--- config.mk ---
export PLATFORM = sky130hd
export DESIGN_NAME = store_drain_unit
export DESIGN_NICKNAME = d
export VERILOG_FILES = /design/src/rtl/rv32i_types.sv /design/src/rtl/store_drain_unit.sv
export SDC_FILE = /design/constraint.sdc
export NUM_CORES = 1
export LEC_CHECK = 0
export CAP_MARGIN = 0
export CORE_MARGIN = 4
export CORE_UTILIZATION = 41
export DETAILED_ROUTE_END_ITERATION = 10
export HOLD_SLACK_MARGIN = 0.05
export PLACE_DENSITY_LB_ADDON = 0.2
export SETUP_SLACK_MARGIN = 0.4
export SLEW_MARGIN = 0
export SYNTH_ARGS = -nofsm -noshare
export SYNTH_HDL_FRONTEND = slang
export SYNTH_SLANG_ARGS = --single-unit
--- constraint.sdc ---
create_clock -name clk -period 2.55 [get_ports clk]
set_input_delay 0.255 -clock clk [delete_from_list [all_inputs] [get_ports clk]]
set_output_delay 0.255 -clock clk [all_outputs]
set_load 0.01 [all_outputs]
--- src/rtl/rv32i_types.sv ---
// Shared RV32I pipeline types: store-drain FSM states and the store buffer entry layout.
package rv32i_types;

    typedef enum logic [1:0] {
        DRAIN_IDLE,
        DRAIN_ISSUE,
        DRAIN_WAIT,
        DRAIN_POP
    } drain_state_t;

    typedef struct packed {
        logic [31:0] store_addr;
        logic [31:0] wdata;
        logic [3:0]  wmask;
    } store_buff_t;

    // The data cache is word addressed; byte position is carried by the mask.
    function automatic logic [31:0] word_align(input logic [31:0] addr);
        return {addr[31:2], 2'b00};
    endfunction

endpackage

--- src/rtl/store_drain_unit.sv ---
// Drains committed store-buffer head entries into the data cache write port,
// yielding to loads before a write starts and tracking committed-but-undrained stores.
module store_drain_unit
    import rv32i_types::*;
#(
    parameter int CNT_WIDTH = 6
) (
    input  logic                 clk,
    input  logic                 rst,
    input  logic                 flush,
    input  logic                 rob_store_commit,
    input  logic                 sb_empty,
    input  logic [31:0]          sb_head_addr,
    input  logic [31:0]          sb_head_wdata,
    input  logic [3:0]           sb_head_wmask,
    output logic                 sb_dequeue,
    input  logic                 load_req,
    output logic [31:0]          dmem_addr,
    output logic [31:0]          dmem_wdata,
    output logic [3:0]           dmem_wmask,
    input  logic                 dmem_resp,
    output logic                 drain_busy,
    output logic [CNT_WIDTH-1:0] commit_cnt,
    output logic                 commit_overflow
);

    localparam logic [CNT_WIDTH-1:0] CNT_MAX  = '1;
    localparam logic [CNT_WIDTH-1:0] CNT_ZERO = '0;
    localparam logic [CNT_WIDTH-1:0] CNT_ONE  = CNT_WIDTH'(1);

    drain_state_t         state_q;
    store_buff_t          entry_q;
    logic                 dequeue_q;
    logic                 busy_q;
    logic [CNT_WIDTH-1:0] cnt_q, cnt_d;
    logic                 ovf_q, ovf_d;
    logic                 eligible;
    logic                 pop;

    assign eligible = (state_q == DRAIN_IDLE) && (cnt_q != CNT_ZERO) &&
                      !sb_empty && !load_req && !flush;
    assign pop      = (state_q == DRAIN_POP);

    // A commit landing in the POP cycle cancels the decrement; a commit at max is lost and flagged.
    always_comb begin
        cnt_d = cnt_q;
        ovf_d = ovf_q;
        if (rob_store_commit && !pop) begin
            if (cnt_q == CNT_MAX) begin
                ovf_d = 1'b1;
            end else begin
                cnt_d = cnt_q + CNT_ONE;
            end
        end else if (!rob_store_commit && pop && (cnt_q != CNT_ZERO)) begin
            cnt_d = cnt_q - CNT_ONE;
        end
    end

    always_ff @(posedge clk) begin
        if (!rst) begin
            cnt_q <= CNT_ZERO;
            ovf_q <= 1'b0;
        end else begin
            cnt_q <= cnt_d;
            ovf_q <= ovf_d;
        end
    end

    // Flush and load_req only gate the start of a write; once issued it runs to POP.
    always_ff @(posedge clk) begin
        if (!rst) begin
            state_q   <= DRAIN_IDLE;
            entry_q   <= '0;
            dequeue_q <= 1'b0;
            busy_q    <= 1'b0;
        end else begin
            dequeue_q <= 1'b0;
            unique case (state_q)
                DRAIN_IDLE: begin
                    if (eligible) begin
                        state_q          <= DRAIN_ISSUE;
                        entry_q.store_addr <= word_align(sb_head_addr);
                        entry_q.wdata    <= sb_head_wdata;
                        entry_q.wmask    <= sb_head_wmask;
                        busy_q           <= 1'b1;
                    end
                end
                DRAIN_ISSUE: begin
                    state_q <= DRAIN_WAIT;
                end
                DRAIN_WAIT: begin
                    if (dmem_resp) begin
                        state_q       <= DRAIN_POP;
                        entry_q.wmask <= 4'b0000;
                        dequeue_q     <= 1'b1;
                    end
                end
                DRAIN_POP: begin
                    state_q <= DRAIN_IDLE;
                    busy_q  <= 1'b0;
                end
                default: begin
                    state_q <= DRAIN_IDLE;
                    busy_q  <= 1'b0;
                end
            endcase
        end
    end

    assign sb_dequeue      = dequeue_q;
    assign dmem_addr       = entry_q.store_addr;
    assign dmem_wdata      = entry_q.wdata;
    assign dmem_wmask      = entry_q.wmask;
    assign drain_busy      = busy_q;
    assign commit_cnt      = cnt_q;
    assign commit_overflow = ovf_q;

endmodule

==> run metrics <==
CTS Sinks=77; CP Class=reg2reg; Avg Vias per Cell=4.78; Layout fillers=626; Starting Density=43.0%; leakage=1.76 nW; drt first pass iters=4; Worst Skew=0.0147 ns; crit path capture type=flop; Root Buffer=clkbuf_8; Post-synth EDFFs=0; min Tclk post-route=2.07 ns; Clock transition at path regs=0.09 ns; total die area=9200 um2; internal power=2.51 mW; Seq pwr share=40.2%; Max Slew Vio Count=0; Syn Inst Count=368; share of the synthesized area in the top cell type=48.6%; DRT antenna net count=0; Hold Path Depth=3; Unique masters post-synth=35; most frequent cells in the layout=clkdlybuf4s50_1, nand2_1, dfxtp_1; # diodes=0; synth warn=0; PD cells=717 nW/um2; Placed Cells=595; post-layout net count=596; Tcrit/Tclk final=81.4%; CTS tree=built; largest net degree at the start of global routing=65; Initial DRC Count=97; Max H-tree Level=3; total gr overflow=0; first-pass GRT wire length=13100 um; final RePlAce weighted congestion=0.768; fraction of layout cells with a size suffix above 1=13.9%; DR vias=2945; DRC=0; Switch Pwr=1.05 mW; number of setup violations in the final report=0; syn_area_per_cell=8.62 um2; setup TNS=0 ns; Req. time, crit path=2.81 ns; RSZ-0062 raised after global routing=true; IO Pins=152; CORE AREA=7370 um2; Yosys top cell by area=dfxtp_1; fin worst setup slack=0.475 ns; die extent in x=95.9 um; max_cap viols=0; outcome=complete, no violations; leading cell type in the layout, fill and taps excluded=clkdlybuf4s50_1; synth top area cells=dfxtp_1, nand2_1, a21oi_1; Row Count=31; sequential cell area fraction in the yosys report=48.6%; vias in the first global route=2780; post-DP HPWL=5900 um; Synth Register Bits=77; CP Launch Type=flop; Post-Place Worst Slack=0.149 ns; TritonCTS Buffers=9; switching share of power=29.6%; antenna violations before repair=0; CP Max Fanout=6; area of the mapped netlist=3170 um2; wire per inst=13.6 um; Gate power share=30.7%; Post-Route WL=8400 um; HP Class=in2reg; Hold Vio Cnt, Final=0; Port Buffers=147; Die Y=95.9 um; Skew-Pair Late Insertion Delay=0.34 ns; Top FF cell, synth=dfxtp_1; Peak VDD IR=0.000420 V; Tot GR Track Use=18.1%; Layout Cells excl Fill=616; Clock Path Buffers=2; Clk pwr share=29.1%; Synth async-reset ratio=0%; synthesis-to-layout area growth=56.6%; critical path data arrival time=2.34 ns; r2r worst-path depth=8; Max Freq=482 MHz; Final Total Pwr=3.56 mW
==> power groups by stage <==
stage / Combinational (mW) / Clock (mW) / Sequential (mW)
global route: 1.21 / 1.12 / 1.45
detailed placement: 1.07 / 0 / 1.46
CTS: 1.08 / 1.06 / 1.44
finish: 1.09 / 1.04 / 1.43
global placement: 1.04 / 0 / 1.46
floorplan: 0.583 / 0 / 1.50
==> what timing repair did <==
action | in CTS | in global routing
gates cloned | 0 | 0
endpoints found under the setup margin | 1 | 1
pin swaps | 0 | 1
hold buffers | 0 | 0
resized for setup | 1 | 1
buffers inserted | 2 | 3
==> cells in the mapped netlist (7+ instances only) <==
| cell type | count |
|---|---|
| nor2_1 | 12 |
| buf_4 | 8 |
| clkbuf_1 | 9 |
| a21oi_1 | 51 |
| mux2i_1 | 9 |
| dfxtp_1 | 77 |
| buf_6 | 7 |
| ha_1 | 8 |
| nand2_2 | 20 |
| a21oi_2 | 15 |
| nand2_1 | 111 |
==> sequential cells by signal, indices dropped and copies added (netlist names) <==
signal and cells:
dmem_wmask 4, state_q 2, dmem_wdata 32, drain_busy 1, dmem_addr 30, commit_overflow 1, sb_dequeue 1, commit_cnt 6
==> logic make-up (layout without fill, tap and decap cells) <==
| family | Yosys count | count (layout) | share of synthesized area (%) |
|---|---|---|---|
| xor+xnor | 3 | 3 | 0.829 |
| flops | 77 | 77 | 48.6 |
| compound gates | 78 | 78 | 15.1 |
| fa+ha+maj | 9 | 9 | 3.79 |
| simple gates | 163 | 163 | 22.8 |
| other cells | 1 | 2 | 0.118 |
| buf+inv | 28 | 176 | 5.92 |
| mux | 9 | 9 | 2.84 |
==> per-stage QoR <==
stage,instance area (um2),util (%),hold WS [ns]
2_1_floorplan,3220,-,0.382
3_3_place_gp,4690,63.6,0.442
3_5_place_dp,4690,63.6,0.446
4_1_cts,4940,67.0,0.446
5_1_grt,4960,67.4,0.432
6_report,4960,67.4,0.452
==> final timing paths <==
path	end	slack, ns	start
setup / recovery	commit_cnt[5]	0.48	state_q[1]
setup reg to reg	commit_cnt[5]	0.48	state_q[1]
hold / removal	dmem_addr[28]	0.45	sb_head_addr[28]
hold reg to reg	dmem_addr[28]	0.46	dmem_addr[28]
==> critical path, cell delays in order, from the launching register on <==
cell and delay (ns):
dfxtp_2 0.32, ha_2 0.19, nand2b_4 0.20, ha_4 0.23, a21o_1 0.16, a22o_1 0.22, or4_1 0.39, nand4_1 0.12
mux2i_1 0.17
==> layer usage <==
layer | track usage (%) | vias up | wire [um]
met5 | 0 | - | 0
met4 | 7.70 | 0 | 208
met1 | 21.8 | 1340 | 3540
li1 | - | 1488 | -
met2 | 30.2 | 101 | 4060
met3 | 5.08 | 16 | 591
==> area by class of cell <==
cell class / count / area, um2 / area share, %
clock inverters: 5 / 81.3 / 1.64
well taps: 99 / 124 / 2.50
flip-flops and latches: 77 / 1540 / 31.1
clock buffers: 11 / 141 / 2.85
multi-input cells: 264 / 1490 / 30.1
repair buffers: 156 / 1560 / 31.5
inverters: 4 / 15.0 / 0.302
No activity file was read; power rests on OpenSTA's default activity.
